`src/rtl/rf_op_sequencer_pkg.sv`:
```
// Shared definitions for the register-file operation sequencer.
//   - opcode constants for the 3-bit command opcode
//   - FSM state encoding
//   - register-file address width
package rf_op_sequencer_pkg;

    localparam int REG_ADDR_W = 3;

    localparam logic [2:0] OP_ADD = 3'b000;
    localparam logic [2:0] OP_SUB = 3'b001;
    localparam logic [2:0] OP_AND = 3'b010;
    localparam logic [2:0] OP_OR  = 3'b011;
    localparam logic [2:0] OP_XOR = 3'b100;
    localparam logic [2:0] OP_SHL = 3'b101;
    localparam logic [2:0] OP_LDI = 3'b110;
    localparam logic [2:0] OP_CMP = 3'b111;

    typedef enum logic [1:0] {
        S_IDLE  = 2'd0,
        S_READ  = 2'd1,
        S_EXEC  = 2'd2,
        S_WRITE = 2'd3
    } state_t;

endpackage

```
`src/rtl/rf_op_sequencer_alu.sv`:
```
// Combinational ALU for the sequencer.
// Ports:
//   op     : 3-bit opcode
//   a, b   : N-bit operands read from the register file
//   imm    : N-bit immediate (LDI only)
//   result : N-bit result, wraps modulo 2^N
//   zero   : result == 0
//   carry  : carry-out (ADD), borrow (SUB/CMP), shifted-out MSB (SHL), else 0
module rf_op_alu
    import rf_op_sequencer_pkg::*;
#(
    parameter int N = 8
) (
    input  logic [2:0]   op,
    input  logic [N-1:0] a,
    input  logic [N-1:0] b,
    input  logic [N-1:0] imm,
    output logic [N-1:0] result,
    output logic         zero,
    output logic         carry
);

    // Everything is computed one bit wider so that bit N carries the
    // carry/borrow/shifted-out bit; logic ops and LDI leave it 0.
    logic [N:0] wide;

    always_comb begin
        wide = '0;
        case (op)
            OP_ADD:         wide = {1'b0, a} + {1'b0, b};
            OP_SUB, OP_CMP: wide = {1'b0, a} - {1'b0, b};
            OP_AND:         wide = {1'b0, a & b};
            OP_OR:          wide = {1'b0, a | b};
            OP_XOR:         wide = {1'b0, a ^ b};
            OP_SHL:         wide = {a, 1'b0};
            OP_LDI:         wide = {1'b0, imm};
            default:        wide = '0;
        endcase
    end

    assign result = wide[N-1:0];
    assign carry  = wide[N];
    assign zero   = (wide[N-1:0] == '0);

endmodule

```
`src/rtl/rf_op_sequencer.sv`:
```
// Multi-cycle controller for an 8-entry 2R/1W register file.
// One command is accepted over cmd_valid/cmd_ready, then the block walks
// IDLE -> READ -> EXEC -> WRITE, writing the destination 3 edges after
// acceptance. Throughput is one command every 4 cycles.
// Ports:
//   clock, reset             : rising-edge clock, async active-high reset
//   cmd_valid / cmd_ready    : command handshake
//   cmd_op/src1/src2/dst/imm : command fields
//   rf_addr1/2, rf_z1/2      : register file read ports
//   rf_addr3/we/wdata        : register file write port
//   done                     : one-cycle retire pulse (WRITE state)
//   result, flag_z, flag_c   : last computed result and flags
module rf_op_sequencer
    import rf_op_sequencer_pkg::*;
#(
    parameter int N = 8
) (
    input  logic                  clock,
    input  logic                  reset,
    input  logic                  cmd_valid,
    output logic                  cmd_ready,
    input  logic [2:0]            cmd_op,
    input  logic [REG_ADDR_W-1:0] cmd_src1,
    input  logic [REG_ADDR_W-1:0] cmd_src2,
    input  logic [REG_ADDR_W-1:0] cmd_dst,
    input  logic [N-1:0]          cmd_imm,
    output logic [REG_ADDR_W-1:0] rf_addr1,
    output logic [REG_ADDR_W-1:0] rf_addr2,
    output logic [REG_ADDR_W-1:0] rf_addr3,
    output logic                  rf_we,
    output logic [N-1:0]          rf_wdata,
    input  logic [N-1:0]          rf_z1,
    input  logic [N-1:0]          rf_z2,
    output logic                  done,
    output logic [N-1:0]          result,
    output logic                  flag_z,
    output logic                  flag_c
);

    state_t state, state_next;

    logic [2:0]            op_q;
    logic [REG_ADDR_W-1:0] src1_q, src2_q, dst_q;
    logic [N-1:0]          imm_q, a_q, b_q;

    logic [N-1:0] alu_result;
    logic         alu_zero, alu_carry;

    rf_op_alu #(.N(N)) u_alu (
        .op     (op_q),
        .a      (a_q),
        .b      (b_q),
        .imm    (imm_q),
        .result (alu_result),
        .zero   (alu_zero),
        .carry  (alu_carry)
    );

    // State register.
    always_ff @(posedge clock or posedge reset) begin
        if (reset) state <= S_IDLE;
        else       state <= state_next;
    end

    // Next-state and handshake/strobe outputs. CMP computes flags but
    // never writes the register file.
    always_comb begin
        state_next = state;
        cmd_ready  = 1'b0;
        rf_we      = 1'b0;
        done       = 1'b0;
        case (state)
            S_IDLE: begin
                cmd_ready = 1'b1;
                if (cmd_valid) state_next = S_READ;
            end
            S_READ:  state_next = S_EXEC;
            S_EXEC:  state_next = S_WRITE;
            S_WRITE: begin
                rf_we      = (op_q != OP_CMP);
                done       = 1'b1;
                state_next = S_IDLE;
            end
            default: state_next = S_IDLE;
        endcase
    end

    // Datapath registers: command capture in IDLE, operand latch in READ,
    // result/flags in EXEC. Operands are latched before the write, so
    // src == dst aliasing reads the old value.
    always_ff @(posedge clock or posedge reset) begin
        if (reset) begin
            op_q   <= '0;
            src1_q <= '0;
            src2_q <= '0;
            dst_q  <= '0;
            imm_q  <= '0;
            a_q    <= '0;
            b_q    <= '0;
            result <= '0;
            flag_z <= 1'b0;
            flag_c <= 1'b0;
        end else begin
            case (state)
                S_IDLE: begin
                    if (cmd_valid) begin
                        op_q   <= cmd_op;
                        src1_q <= cmd_src1;
                        src2_q <= cmd_src2;
                        dst_q  <= cmd_dst;
                        imm_q  <= cmd_imm;
                    end
                end
                S_READ: begin
                    a_q <= rf_z1;
                    b_q <= rf_z2;
                end
                S_EXEC: begin
                    result <= alu_result;
                    flag_z <= alu_zero;
                    flag_c <= alu_carry;
                end
                default: ;
            endcase
        end
    end

    // Addresses come straight from the captured command, so they hold
    // their last value outside READ/WRITE.
    assign rf_addr1 = src1_q;
    assign rf_addr2 = src2_q;
    assign rf_addr3 = dst_q;
    assign rf_wdata = result;

endmodule

```
`config.mk`:
```
export PLATFORM = sky130hd
export DESIGN_NAME = rf_op_sequencer
export DESIGN_NICKNAME = d
export VERILOG_FILES = /design/src/rtl/rf_op_sequencer_pkg.sv /design/src/rtl/rf_op_sequencer_alu.sv /design/src/rtl/rf_op_sequencer.sv
export SDC_FILE = /design/constraint.sdc
export NUM_CORES = 1
export LEC_CHECK = 0
export CORE_MARGIN = 3
export CORE_UTILIZATION = 45
export CTS_BUF_LIST = sky130_fd_sc_hd__clkbuf_2 sky130_fd_sc_hd__clkbuf_4 sky130_fd_sc_hd__clkbuf_8
export DETAILED_ROUTE_END_ITERATION = 8
export GPL_TIMING_DRIVEN = 0
export HOLD_SLACK_MARGIN = 0.03
export PLACE_DENSITY = 0.74
export SYNTH_ARGS = -nofsm -noshare
export SYNTH_HDL_FRONTEND = slang
export SYNTH_SLANG_ARGS = --single-unit
```
`constraint.sdc`:
```
create_clock -name clock -period 9.22 [get_ports clock]
set_input_delay 2.305 -clock clock [delete_from_list [all_inputs] [get_ports clock]]
set_output_delay 2.305 -clock clock [all_outputs]
set_load 0.02 [all_outputs]
```
==> results.py, run 1 <==
metrics = {
    "clock_tree": {
        "htreeDepth": 2,
        "cts_hold_buffers": 0,
        "cts_sinks": 48,
        "cts_buffer_depth": 2,
        "clk_pin_slew_worst_paths_ps": 100,
        "insertion_delay_ps": 310,
        "tritoncts": "done",
        "cts_buffers": 5,
        "root_buffer": "clkbuf_8",
        "cts_setup_buffers": 0,
        "ctsResizeCount": 0,
    },
    "synth": {
        "syn_inst": 318,
        "synth-compound-area-share": 0.163,
        "synth_seq_cells": 48,
        "ys_async_sr_fraction": 1.00,
        "syn_area_per_cell_sq_um": 9.92,
        "synthAdderAreaFrac": 0.121,
        "synth_top_family_by_area": "compound AO/OA/AOI/OAI gates",
        "seq_area_frac_synth": 0.381,
        "synth.cell_area_sq_um": 3150,
        "synthXorXnorAreaFrac": 0.0222,
        "synth_edf_count": 0,
        "synthDistinctLibCells": 57,
        "synth_fp_nets": 387,
        "synthSimpleGateAreaFrac": 0.125,
        "synthMuxAreaShare": 0.115,
        "yosysWarnings": 0,
        "synth_ff_type": "dfrtp_1",
    },
    "power": {
        "power_density_nw_per_um2": 446,
        "p_leak_nw": 1.77,
        "ir_drop_mv": 0.184,
    },
    "die": {
        "ioPinCount": 69,
        "start_util": 0.480,
        "die_w_um": 89.7,
        "dieHeight_um": 89.7,
        "die-area_sq_um": 8050,
        "coreArea_sq_um": 6570,
        "placementRows": 29,
    },
    "sta": {
        "slew_violations": 0,
        "fin_crit_ps": 4080,
        "worst_pin_slew_ps": 570,
        "fin_skew_ps": 8.13,
        "period_share": 0.442,
        "finalSetupViolations": 0,
        "fin_tns_setup_ps": 0,
        "rsz0062_at_grt": "no",
        "max_freq_mhz": 245,
        "hold_viol": 0,
        "timing.slew.headroom": 0.617,
    },
    "critical_path": {
        "cp.required_ps": 6920,
        "reg2reg_slack_ps": 5520,
        "critPathKind": "reg -> out",
        "startpoint_type": "flip-flop",
        "cp.depth": 4,
        "arrival_ps": 1770,
        "cp_num_buf_inv": 2,
        "critical_path.top_delay_family": "buffers and inverters",
        "critPathSlowestCell": "clkdlybuf4s50_1",
        "r2r_cells": 12,
        "crit_path_cell_trace": "buf_6 > and3_4 > nor2b_1 > clkdlybuf4s50_1",
        "crit_path_max_incr_delay_ps": 610,
        "crit_path_max_fanout": 9,
        "endpoint_kind": "primary output",
    },
    "route": {
        "drtAntennaViolNets": 0,
        "wl_mm": 7.68,
        "route.vias.total": 2607,
        "dr.pass1.iters": 4,
        "route.detailed.drc": 0,
        "routedWlPerCell_um": 15.7,
        "drtIter0Drc": 125,
        "routed_via_density": 5.34,
    },
    "placement": {
        "hpwl_mm": 6.02,
        "dp_cells": 480,
        "port_buffers": 68,
        "dpl_cell_area_sq_um": 3970,
        "place_congestion": 0.906,
    },
    "layout": {
        "stdcell_area_sq_um": 4090,
        "diodes": 0,
        "drive_above_1_share": 0.147,
        "nNetsFinal": 463,
        "synthToLayoutAreaGrowth_pct": 29.7,
        "fill_cells": 583,
        "fin_cells": 488,
    },
    "min_path": {
        "hold_path.class": "reg -> reg",
        "hold_depth": 1,
    },
    "global_route": {
        "antenna_found_initial": 0,
        "grt_max_degree": 27,
        "first_global_vias": 2684,
        "globalRouteTotalUtil": 0.193,
        "grt_pass1_wl_mm": 12.9,
        "overflow": 0,
    },
    "outcome": {
        "status": "complete, no violations",
    },
    "run": {
        "drv_cap": 0,
    },
}
==> area by class of cell <==
| class | count | area [sq um] | area share |
|---|---|---|---|
| repair buffers | 69 | 701 | 0.171 |
| plain buffers | 21 | 138 | 0.0336 |
| flip-flops and latches | 48 | 1200 | 0.294 |
| clock inverters | 3 | 50.0 | 0.0122 |
| multi-input cells | 225 | 1730 | 0.422 |
| inverters | 24 | 90.1 | 0.0220 |
| well taps | 93 | 116 | 0.0284 |
| clock buffers | 5 | 68.8 | 0.0168 |
==> Yosys cell counts, types with 2 or more instances <==
cell type  count  area (sq um)
nand3_1        4          20.0
a211o_1        2          17.5
a211oi_1       4          30.0
a21boi_0       3          22.5
nand2_1       26          97.6
mux2_2        25           282
buf_6          3          33.8
o21ai_0       32           160
or3_1          3          18.8
o21a_1         2          15.0
o32ai_1        2          17.5
buf_2          5          25.0
mux2i_1        7          70.1
o22ai_1        3          18.8
a31oi_1        2          12.5
clkbuf_1       5          18.8
nor2b_1        6          37.5
nor2_1        16          60.1
a21oi_1        8          40.0
a22oi_1        2          15.0
buf_4          8          60.1
a21o_1         2          15.0
inv_1         22          82.6
nor3_1         5          25.0
clkinv_1       2          7.51
dfrtp_1       48          1200
xnor2_1        7          61.3
nand2b_1       5          31.3
o31ai_1        3          22.5
ha_1          29           363
==> placed cells by master (no fill, tap or decap), drive strengths merged, types with 5 or more instances in the layout <==
cell type	netlist	final
mux2	26	26
nand2b	5	5
nor3	5	5
inv	22	24
xnor2	7	7
a21oi	8	8
dfrtp	48	48
o21ai	33	33
nor2	17	17
nand2	26	26
nor2b	6	6
clkbuf	5	10
clkdlybuf4s50	0	68
buf	16	17
mux2i	7	7
ha	29	29
==> final timing paths <==
kind | start | to
max | op_q[1]$_DFFE_PP0P_ | rf_we
min | flag_c$_DFFE_PP0P_ | flag_c$_DFFE_PP0P_
max reg2reg | op_q[0]$_DFFE_PP0P_ | flag_z$_DFFE_PP0P_
min reg2reg | flag_c$_DFFE_PP0P_ | flag_c$_DFFE_PP0P_
max in group asynchronous | reset | result[4]$_DFFE_PP0P_
min in group asynchronous | reset | rf_addr3[0]$_DFFE_PP0P_
==> state kept, by name, summed over array words and instances (netlist names) <==
register	flops
rf_addr2	3
state	2
imm_q	8
rf_addr3	3
result	8
rf_addr1	3
b_q	8
op_q	3
a_q	8
flag_z	1
flag_c	1
==> per-stage QoR <==
stage	setup WS [ps]	utilization	hold WS [ps]	power (W)
after floorplan	5770	-	475	0.00129
after global placement	4840	0.602	479	0.00162
after detailed placement	5370	0.605	483	0.00165
after CTS	5130	0.623	510	0.00182
after global routing	5110	0.623	526	0.00198
final	5140	0.623	518	0.00182
==> routing by layer <==
metal / vias up / GRT usage / wire length [um]
met1: 1242 / 0.249 / 3380
met5: - / 0 / 0
met2: 87 / 0.333 / 3700
met4: 0 / 0.0409 / 63
li1: 1271 / - / -
met3: 7 / 0.0417 / 537
==> kinds of logic after synthesis <==
kind of cell,Yosys count
adder cells (fa/ha/maj),30
AND/OR/NAND/NOR,77
AO/OA/AOI/OAI,77
flip-flops,48
multiplexers,33
buffers and inverters,45
XOR/XNOR,8
==> power breakdown <==
group          switching [W]  leakage [nW]  internal (W)  total [W]
logic               0.000669          1.13      0.000582    0.00125
clock network      0.0000833        0.0607     0.0000839   0.000167
registers          0.0000885         0.579      0.000317   0.000406
Note: power is estimated with default switching activity, not from simulation.
==> inputs of run 2 (changes only) <==
Clock period 9.22 ns to 3.8 ns, I/O delays scaled along.
==> run 2 against run 1 <==
Against the previous run: power grew 150%; first-iteration DRC count grew 10%; die area is the same; largest power group unchanged; critical endpoint is now flag_z$_DFFE_PP0P_; largest cell class unchanged; hold slack lost 6.3 ps; clock power grew 140%; critical path depth grew 8; via count grew 0.15%; critical path type is now reg -> reg.
==> results.py, run 2 (same netlist as run 1, synthesis figures left out) <==
metrics = {
    "placement": {
        "hpwl_mm": 6.02,
        "port_buffers": 68,
        "place_congestion": 0.906,
    },
    "power": {
        "p_leak_nw": 1.78,
        "power_density_nw_per_um2": 1090,
        "ir_drop_mv": 0.443,
        "total_power_w": 0.00448,
    },
    "die": {
        "dieHeight_um": 89.7,
        "coreArea_sq_um": 6570,
        "start_util": 0.480,
        "placementRows": 29,
        "die_w_um": 89.7,
        "ioPinCount": 69,
        "die-area_sq_um": 8050,
    },
    "route": {
        "route.detailed.drc": 0,
        "wl_mm": 7.84,
        "routedWlPerCell_um": 16.1,
        "routed_via_density": 5.35,
        "drtAntennaViolNets": 0,
        "route.vias.total": 2611,
        "drtIter0Drc": 138,
        "dr.pass1.iters": 4,
    },
    "critical_path": {
        "crit_path_max_fanout": 10,
        "worstReg2RegStart": "op_q[0]$_DFFE_PP0P_",
        "r2r_cells": 12,
        "arrival_ps": 3790,
        "crit_path_max_incr_delay_ps": 570,
        "endpoint_kind": "flip-flop",
        "startpoint_type": "flip-flop",
        "worstReg2RegEnd": "flag_z$_DFFE_PP0P_",
        "crit_path_cell_trace": "buf_2 > clkinv_1 > nor3_2 > nor2_1 > xnor2_1 > ha_1 > o21a_1 > o31a_1 > o2111ai_1 > nor4bb_1 > or4_1 > o32ai_2",
        "reg2reg_slack_ps": 240,
        "critPathKind": "reg -> reg",
        "critPathSlowestCell": "or4_1",
        "cp.required_ps": 4020,
    },
    "sta": {
        "worst_pin_slew_ps": 541,
        "fin_crit_ps": 3560,
        "fin_skew_ps": 8.53,
        "max_freq_mhz": 281,
        "finalSetupViolations": 0,
        "hold_ws_ps": 511,
        "period_share": 0.937,
        "hold_viol": 0,
        "timing.slew.headroom": 0.639,
        "fin_tns_setup_ps": 0,
        "rsz0062_at_grt": "no",
        "slew_violations": 0,
    },
    "layout": {
        "fill_cells": 584,
        "nNetsFinal": 463,
        "final_cell_mix": "68 x clkdlybuf4s50_1, 48 x dfrtp_1, 32 x o21ai_0",
        "layout_commonest_cell": "clkdlybuf4s50_1",
        "diodes": 0,
        "synthToLayoutAreaGrowth_pct": 30.1,
        "drive_above_1_share": 0.154,
    },
    "clock_tree": {
        "cts_hold_buffers": 0,
        "tritoncts": "done",
        "clk_pin_slew_worst_paths_ps": 100,
        "insertion_delay_ps": 310,
        "cts_buffers": 5,
        "cts_buffer_depth": 2,
        "root_buffer": "clkbuf_8",
        "htreeDepth": 2,
        "cts_sinks": 48,
    },
    "min_path": {
        "hp-start": "flag_c$_DFFE_PP0P_",
        "hold_path.class": "reg -> reg",
        "hold_depth": 1,
        "hold_end": "flag_c$_DFFE_PP0P_",
    },
    "global_route": {
        "antenna_found_initial": 0,
        "grt_pass1_wl_mm": 12.9,
        "first_global_vias": 2684,
        "grt_max_degree": 27,
        "globalRouteTotalUtil": 0.193,
        "overflow": 0,
    },
    "outcome": {
        "status": "complete, no violations",
    },
    "run": {
        "drv_cap": 0,
    },
}
==> run 2: worst max-delay path: cells and delay by family, from the launching register on <==
family | cells | cell delay (ps)
AND/OR/NAND/NOR | 4 | 1290
AO/OA/AOI/OAI | 4 | 770
buffers and inverters | 2 | 540
adder cells (fa/ha/maj) | 1 | 390
flip-flops | 1 | 370
XOR/XNOR | 1 | 140
==> run 2: power breakdown <==
group | switching (W) | internal (W)
Sequential | 0.000218 | 0.000770
Clock | 0.000204 | 0.000203
Combinational | 0.00166 | 0.00143
==> run 2: worst max-delay path by stage <==
stage / endpoint / from / depth (start not counted)
6_report: flag_z$_DFFE_PP0P_ / op_q[0]$_DFFE_PP0P_ / 12
2_1_floorplan: flag_z$_DFFE_PP0P_ / op_q[1]$_DFFE_PP0P_ / 14
4_1_cts: flag_z$_DFFE_PP0P_ / op_q[0]$_DFFE_PP0P_ / 12
3_5_place_dp: flag_z$_DFFE_PP0P_ / op_q[0]$_DFFE_PP0P_ / 12
5_1_grt: flag_z$_DFFE_PP0P_ / op_q[1]$_DFFE_PP0P_ / 14
3_3_place_gp: flag_z$_DFFE_PP0P_ / op_q[0]$_DFFE_PP0P_ / 12
==> run 2: layout make-up <==
type                    count  area, sq um  area share
plain buffers              21          138      0.0335
clock buffers               5         68.8      0.0168
clock inverters             3         50.0      0.0122
inverters                  24         90.1      0.0220
multi-input cells         225         1740       0.424
flip-flops and latches     48         1200       0.293
well taps                  93          116      0.0284
repair buffers             69          701       0.171
==> run 2: metrics by stage <==
stage               instance area [sq um]  instances  setup WS, ps  utilization
floorplan                            3150        318           682            -
global placement                     3950        479           173        0.602
detailed placement                   3970        480           156        0.605
CTS                                  4090        488           129        0.623
global route                         4100        488          11.2        0.625
finish                               4100        488           238        0.625
==> run 2: routing by layer <==
metal | part of all wire | GRT usage
met5 | 0 | 0
met2 | 0.49 | 0.333
met4 | 0.0093 | 0.0409
met3 | 0.061 | 0.0417
met1 | 0.44 | 0.249
==> run 2: timing repair <==
action,in CTS,in global routing
gates resized for setup,0,3
setup endpoints to repair,0,3
setup buffers,0,0
